$ cat src/rtl/pwm_multi_decoder.sv
// Multi-channel PWM audio decoder: per-channel high/period capture, round-robin
// arbitration into one shared restoring divider, channel-tagged sample stream.
module pwm_multi_decoder #(
  parameter int NUM_CH      = 4,
  parameter int CLK_FREQ_HZ = 100_000_000,
  parameter int PWM_FREQ_HZ = 50_000,
  parameter int SAMPLE_BITS = 16,
  parameter int TIMEOUT_MUL = 2,
  localparam int CH_W = (NUM_CH > 1) ? $clog2(NUM_CH) : 1
) (
  input  logic                   clk,
  input  logic                   rst,
  input  logic [NUM_CH-1:0]      enable,
  input  logic [NUM_CH-1:0]      pwm_in,
  output logic [SAMPLE_BITS-1:0] sample_out,
  output logic [CH_W-1:0]        sample_ch,
  output logic                   sample_valid,
  input  logic                   sample_ready,
  output logic [NUM_CH-1:0]      overrun,
  output logic                   busy,
  output logic [1:0]             dbg_state
);

  localparam int MAX_COUNT = CLK_FREQ_HZ / PWM_FREQ_HZ;
  localparam int TIMEOUT   = TIMEOUT_MUL * MAX_COUNT;
  localparam int CW        = $clog2(TIMEOUT + 1);
  localparam int QW        = SAMPLE_BITS + 1;
  localparam int RW        = CW + 1;
  localparam int SW        = $clog2(QW);

  typedef logic [CW-1:0] cnt_t;
  localparam cnt_t TMO_C = CW'(TIMEOUT);

  typedef enum logic [1:0] {S_IDLE, S_DIV, S_OUT} state_t;

  logic [NUM_CH-1:0] sync1_q, sync2_q, sync3_q;
  logic [NUM_CH-1:0] meas_q, pend_q, ovr_q;
  cnt_t              high_cnt_q [NUM_CH];
  cnt_t              per_cnt_q  [NUM_CH];
  cnt_t              slot_high_q[NUM_CH];
  cnt_t              slot_per_q [NUM_CH];

  logic [NUM_CH-1:0] rise, tmo, cap, grant;
  logic              gnt_found, gnt_valid;
  logic [CH_W-1:0]   gnt_idx, cand;

  state_t            state_q;
  logic [CH_W-1:0]   last_q, ch_q;
  cnt_t              divisor_q;
  logic [RW-1:0]     rem_q;
  logic [QW-1:0]     quo_q;
  logic [SW-1:0]     step_q;
  logic [SAMPLE_BITS-1:0] out_q;
  logic [CH_W-1:0]   out_ch_q;
  logic              valid_q;

  logic              ge;
  logic [RW-1:0]     rem_sub;
  logic [SAMPLE_BITS-1:0] q_sat;

  // Round-robin search starting one past the channel served last.
  always_comb begin
    gnt_found = 1'b0;
    gnt_idx   = '0;
    cand      = '0;
    for (int i = 1; i <= NUM_CH; i++) begin
      cand = CH_W'((int'(last_q) + i) % NUM_CH);
      if (!gnt_found && pend_q[cand]) begin
        gnt_found = 1'b1;
        gnt_idx   = cand;
      end
    end
  end

  assign gnt_valid = (state_q == S_IDLE) && gnt_found;

  always_comb begin
    rise  = '0;
    tmo   = '0;
    cap   = '0;
    grant = '0;
    for (int c = 0; c < NUM_CH; c++) begin
      rise[c]  = sync2_q[c] & ~sync3_q[c];
      tmo[c]   = meas_q[c] & (per_cnt_q[c] == TMO_C);
      cap[c]   = enable[c] & meas_q[c] & (rise[c] | tmo[c]);
      grant[c] = gnt_valid & (gnt_idx == CH_W'(c));
    end
  end

  always_ff @(posedge clk or posedge rst) begin
    if (rst) begin
      sync1_q <= '0;
      sync2_q <= '0;
      sync3_q <= '0;
      meas_q  <= '0;
      pend_q  <= '0;
      ovr_q   <= '0;
      for (int c = 0; c < NUM_CH; c++) begin
        high_cnt_q[c]  <= '0;
        per_cnt_q[c]   <= '0;
        slot_high_q[c] <= '0;
        slot_per_q[c]  <= '0;
      end
    end else begin
      sync1_q <= pwm_in;
      sync2_q <= sync1_q;
      sync3_q <= sync2_q;
      for (int c = 0; c < NUM_CH; c++) begin
        if (!enable[c]) begin
          high_cnt_q[c] <= '0;
          per_cnt_q[c]  <= '0;
          meas_q[c]     <= 1'b0;
          pend_q[c]     <= 1'b0;
          ovr_q[c]      <= 1'b0;
        end else begin
          // A capture coinciding with this channel's grant survives as a fresh pending slot.
          if (cap[c]) begin
            slot_high_q[c] <= rise[c] ? high_cnt_q[c] : CW'(sync2_q[c]);
            slot_per_q[c]  <= rise[c] ? per_cnt_q[c] : CW'(1);
            pend_q[c]      <= 1'b1;
            if (pend_q[c] && !grant[c]) ovr_q[c] <= 1'b1;
          end else if (grant[c]) begin
            pend_q[c] <= 1'b0;
          end
          if (rise[c]) begin
            high_cnt_q[c] <= CW'(1);
            per_cnt_q[c]  <= CW'(1);
            meas_q[c]     <= 1'b1;
          end else begin
            if (tmo[c]) meas_q[c] <= 1'b0;
            if (per_cnt_q[c] != TMO_C) per_cnt_q[c] <= per_cnt_q[c] + CW'(1);
            if (sync2_q[c] && high_cnt_q[c] != TMO_C) high_cnt_q[c] <= high_cnt_q[c] + CW'(1);
          end
        end
      end
    end
  end

  assign ge      = rem_q >= {1'b0, divisor_q};
  assign rem_sub = rem_q - {1'b0, divisor_q};
  assign q_sat   = (quo_q[QW-1] || divisor_q == '0) ? '1 : quo_q[SAMPLE_BITS-1:0];

  // Stream: a sample is transferred on a cycle with sample_valid & sample_ready;
  // while valid and not ready, sample_out/sample_ch are held unchanged.
  always_ff @(posedge clk or posedge rst) begin
    if (rst) begin
      state_q   <= S_IDLE;
      last_q    <= CH_W'(NUM_CH - 1);
      ch_q      <= '0;
      divisor_q <= '0;
      rem_q     <= '0;
      quo_q     <= '0;
      step_q    <= '0;
      out_q     <= '0;
      out_ch_q  <= '0;
      valid_q   <= 1'b0;
    end else begin
      case (state_q)
        S_IDLE: begin
          if (gnt_valid) begin
            ch_q      <= gnt_idx;
            last_q    <= gnt_idx;
            divisor_q <= slot_per_q[gnt_idx];
            rem_q     <= {1'b0, slot_high_q[gnt_idx]};
            quo_q     <= '0;
            step_q    <= '0;
            state_q   <= S_DIV;
          end
        end
        S_DIV: begin
          rem_q  <= ge ? {rem_sub[RW-2:0], 1'b0} : {rem_q[RW-2:0], 1'b0};
          quo_q  <= {quo_q[QW-2:0], ge};
          step_q <= step_q + SW'(1);
          if (step_q == SW'(QW - 1)) state_q <= S_OUT;
        end
        S_OUT: begin
          // Offset binary to two's complement is an MSB flip.
          if (!valid_q) begin
            out_q    <= {~q_sat[SAMPLE_BITS-1], q_sat[SAMPLE_BITS-2:0]};
            out_ch_q <= ch_q;
            valid_q  <= 1'b1;
          end else if (sample_ready) begin
            valid_q <= 1'b0;
            state_q <= S_IDLE;
          end
        end
        default: state_q <= S_IDLE;
      endcase
    end
  end

  assign sample_out   = out_q;
  assign sample_ch    = out_ch_q;
  assign sample_valid = valid_q;
  assign overrun      = ovr_q;
  assign busy         = (state_q != S_IDLE) || (|pend_q);
  assign dbg_state    = state_q;

endmodule
$ cat config.mk
export PLATFORM = sky130hd
export DESIGN_NAME = pwm_multi_decoder
export DESIGN_NICKNAME = d
export VERILOG_FILES = /design/src/rtl/pwm_multi_decoder.sv
export SDC_FILE = /design/constraint.sdc
export NUM_CORES = 1
export LEC_CHECK = 0
export CAP_MARGIN = 25
export CORE_ASPECT_RATIO = 1.25
export CORE_MARGIN = 4
export CORE_UTILIZATION = 55
export DETAILED_ROUTE_END_ITERATION = 10
export GPL_TIMING_DRIVEN = 0
export PLACE_DENSITY = 0.72
export SYNTH_ARGS = -nofsm -noshare
export SYNTH_HDL_FRONTEND = slang
export SYNTH_SLANG_ARGS = --single-unit
export TNS_END_PERCENT = 100
$ cat constraint.sdc
create_clock -name clk -period 9.9 [get_ports clk]
set_input_delay 0.99 -clock clk [delete_from_list [all_inputs] [get_ports clk]]
set_output_delay 0.99 -clock clk [all_outputs]
set_load 0.005 [all_outputs]
==> metrics.md <==
| Metric | Value |
|---|---|
| Antenna violations before repair | `0` |
| Maxcap violations | `0` |
| Clk_skew | `0.0108 ns` |
| Largest net degree at the start of global routing | `133` |
| Post CTS Setup Buffer Count | `0` |
| Drt wl/cell | `just under 20 µm` |
| Share of layout cells above drive strength 1 | `9.04%` |
| Synth area leaders | `dfrtp_1 (52%), a22o_1 (6.8%), nor2_1 (3.4%)` |
| RSZ-0062 raised after global routing | `no` |
| Comb power frac | `24.6%` |
| Syn Area/Cell | `between 10 and 15 µm²` |
| Status | `finished clean` |
| Final-report setup violation count | `0` |
| Yosys warning total | `0` |
| Synthesized cell area | `13700 µm²` |
| Final worst path period need | `3.14 ns` |
| Routability cong. | `0.922` |
| Worst vdd ir | `0.150 mV` |
| Post-Synthesis Cells | `~1200` |
| Starting Density | `55.9%` |
| Yosys reg bits | `288` |
| CTS Root Cell | `clkbuf_16` |
| Most instantiated library cell after synthesis | `dfrtp_1` |
| Fin. Hold Viols | `0` |
| Worst reg2reg path startpoint | `divisor_q[1]$_DFFE_PP0P_` |
| Hold Crit Depth | `0` |
| Crit path launch type | `register` |
| Pleak | `between 6 and 7 nW` |
| First-pass GRT wire length | `53400 µm` |
| Worst R2R End | `rem_q[3]$_DFFE_PP0P_` |
| Design area | `15500 µm²` |
| Syn nets | `1291` |
| Clk network pwr share | `33.3%` |
| # diodes | `0` |
| P_int | `between 2 and 2.5 mW` |
| Min-delay src | `sync1_q[1]$_DFF_PP0_` |
| Post-synthesis sequential area ratio | `approximately 53%` |
| P_sw | `slightly above 1 mW` |
| Period utilisation layout | `31.8%` |
| PwrDens | `222 nW/µm²` |
| Sink Count | `288` |
| Placed cell area | `14500 µm²` |
| Filler instances | `1973` |
| Critical Path End Type | `primary output` |
| Core area | `24500 µm²` |
| Clock-pin slew on the worst setup and hold paths | `~0.06 ns` |
| Layout area overhead | `13.4%` |
| Max Clk Rate | `318 MHz` |
| Skew-Pair Late Insertion Delay | `0.54 ns` |
| 1st-iter DRT viols | `between 800 and 900` |
| Worst slew pin tran | `0.717 ns` |
| Resized Gates After CTS | `0` |
| Residual DRC | `0` |
| Dpl hpwl | `23500 µm` |
| Post-synth EDFFs | `0` |
| Final WL | `roughly 32000 µm` |
| H-tree depth | `1` |
| CTS tree | `yes` |
| Top cells by count, synth | `dfrtp_1 (286), nor2_1 (123), a22o_1 (106), nand2_1 (90), inv_1 (57)` |
| IO Count | `37` |
| R2R cell count | `8` |
| # port buffers | `36` |
| Row cnt | `64` |
| Die X | `149 µm` |
| Worst hold path class | `reg -> reg` |
| Fin cells | `1669` |
| Vias | `9966` |
| Via density | `between 5 and 6` |
| CTS Buffer Depth | `3` |
| Die height | `roughly 180 µm` |
| Total power | `3.45 mW` |
| DRT Pass-1 Iters | `5` |
| Critical Path, Cell by Cell | `buf_2 > nor4_4 > nand2_1 > clkdlybuf4s50_1` |
| CP arrival | `2.15 ns` |
| Fin nets | `1359` |
| Post-synth ARST share | `100%` |
| Flop2flop setup slack | `7.17 ns` |
| Net Sw Frac | `about 30%` |
| Ys flop type | `dfrtp_1` |
| Cell taking the most area after synthesis | `dfrtp_1` |
| Sequential power share | `42.1%` |
| Top-area cell type share of the netlist area | `52.3%` |
| Vias in the first global route | `between 9000 and 10000` |
| Worst Hold Endpoint | `sync2_q[1]$_DFF_PP0_` |
| Die area | `about 27000 µm²` |
| Cell count after placement | `1617` |
| DRT antenna net count | `0` |
| GR Overflow Total | `0` |
| Hold_buf cts | `0` |
| Final Max Tran Viols | `0` |
| Slowest CP cell | `clkdlybuf4s50_1` |
| Worst EP required | `8.91 ns` |
| Max FO, Critical Path | `10` |
| Slew headroom | `52.0%` |
| Netlist cell types | `93` |
| Crit-path max cell delay | `roughly 0.47 ns` |
| TritonCTS Buffers | `28` |
| Critical setup path kind | `reg -> out` |
| Tot GR Track Use | `24.2%` |
## power groups by stage
stage	sequential [mW]	combinational, mW	clock, mW
6_report	1.45	0.849	1.15
5_1_grt	1.47	0.945	1.22
4_1_cts	1.45	0.847	1.17
3_5_place_dp	1.47	0.844	0
3_3_place_gp	1.47	0.821	0
2_1_floorplan	1.44	0.604	0
## state kept, by name, summed over array words and instances (netlist names)
name and cells:
dbg_state 2, overrun 4, last_q 2, meas_q 4
pend_q 4, divisor_q 12, sample_ch 2, high_cnt_q 48
ch_q 2, sample_out 16, sync2_q 4, quo_q 17
slot_per_q 48, per_cnt_q 48, sample_valid 1, slot_high_q 48
sync3_q 4, step_q 5, rem_q 13, sync1_q 4
## layer usage
layer	wire length (µm)	part of all wire (%)	vias up	global-route usage (%)
met5	0	0	-	0
met3	1480	4.6	75	2.90
met1	14200	44	4953	33.7
met4	1410	4.4	0	9.93
li1	-	-	4664	-
met2	15200	47	274	39.0
## critical path, delay by kind of cell (launching register included)
kind,cells,cell delay [ns]
AND/OR/NAND/NOR,2,0.57
buffers and inverters,2,0.67
flip-flops,1,0.37
## cell usage in the layout, fill, tap and decap left out, drive strengths merged, types with 6 or more instances in the layout
| cell | netlist | final |
|---|---|---|
| dfrtp | 286 | 286 |
| nor2 | 125 | 125 |
| a22o | 106 | 106 |
| nand2 | 92 | 92 |
| clkbuf | 35 | 74 |
| inv | 57 | 57 |
| xor2 | 49 | 49 |
| o21ai | 45 | 45 |
| a21oi | 41 | 41 |
| nand3 | 39 | 39 |
| mux2i | 37 | 37 |
| clkdlybuf4s50 | 0 | 36 |
| xnor2 | 34 | 34 |
| ha | 30 | 30 |
| nand4 | 27 | 27 |
| nor3 | 21 | 21 |
| buf | 19 | 21 |
| mux2 | 18 | 18 |
| and3 | 17 | 17 |
| o22a | 15 | 15 |
| nand2b | 12 | 12 |
| or3 | 11 | 11 |
| nor4 | 10 | 10 |
| a21o | 8 | 8 |
| nand3b | 7 | 7 |
| o21a | 7 | 7 |
| clkinv | 0 | 7 |
| o211ai | 6 | 6 |
| a22oi | 6 | 6 |
## kinds of logic (layout without fill, tap and decap cells)
kind of cell | Yosys count | after routing | synth area share, %
AO/OA/AOI/OAI | 295 | 295 | 17.1
multiplexers | 56 | 56 | 4.35
AND/OR/NAND/NOR | 385 | 385 | 14.1
adder cells (fa/ha/maj) | 31 | 31 | 2.89
XOR/XNOR | 83 | 83 | 5.31
buffers and inverters | 111 | 201 | 3.63
flip-flops | 288 | 288 | 52.7
## final cells by class
class                      count  area (µm²)  area share, %
multi-input combinational    850        5980           38.5
clock buffer                  39         803           5.17
timing repair buffer          38         415           2.68
buffer                        54         283           1.82
sequential                   288        7210           46.4
tap                          330         413           2.66
inverter                      57         221           1.43
clock inverter                13         196           1.27
## stage by stage
stage / utilization (%) / setup TNS (ns) / setup slack, ns / hold slack, ns
after floorplan: - / 0 / 0.964 / 0.331
after global placement: 59.0 / -678.28 / -2.41 / 0.332
after detailed placement: 59.3 / 0 / 6.97 / 0.337
after CTS: 63.4 / 0 / 6.75 / 0.348
after global routing: 63.4 / 0 / 6.63 / 0.354
final: 63.4 / 0 / 6.76 / 0.348
## worst max path at each step
stage,startpoint,to,cells after the start
2_1_floorplan,rst,ch_q[0]$_DFFE_PP0P_,1
3_3_place_gp,rst,per_cnt_q[31]$_DFFE_PP0P_,2
3_5_place_dp,rst,per_cnt_q[31]$_DFFE_PP0P_,4
4_1_cts,pend_q[2]$_DFFE_PP0P_,busy,4
5_1_grt,pend_q[2]$_DFFE_PP0P_,busy,4
6_report,pend_q[2]$_DFFE_PP0P_,busy,4
Power figures use the tool's default switching activity.
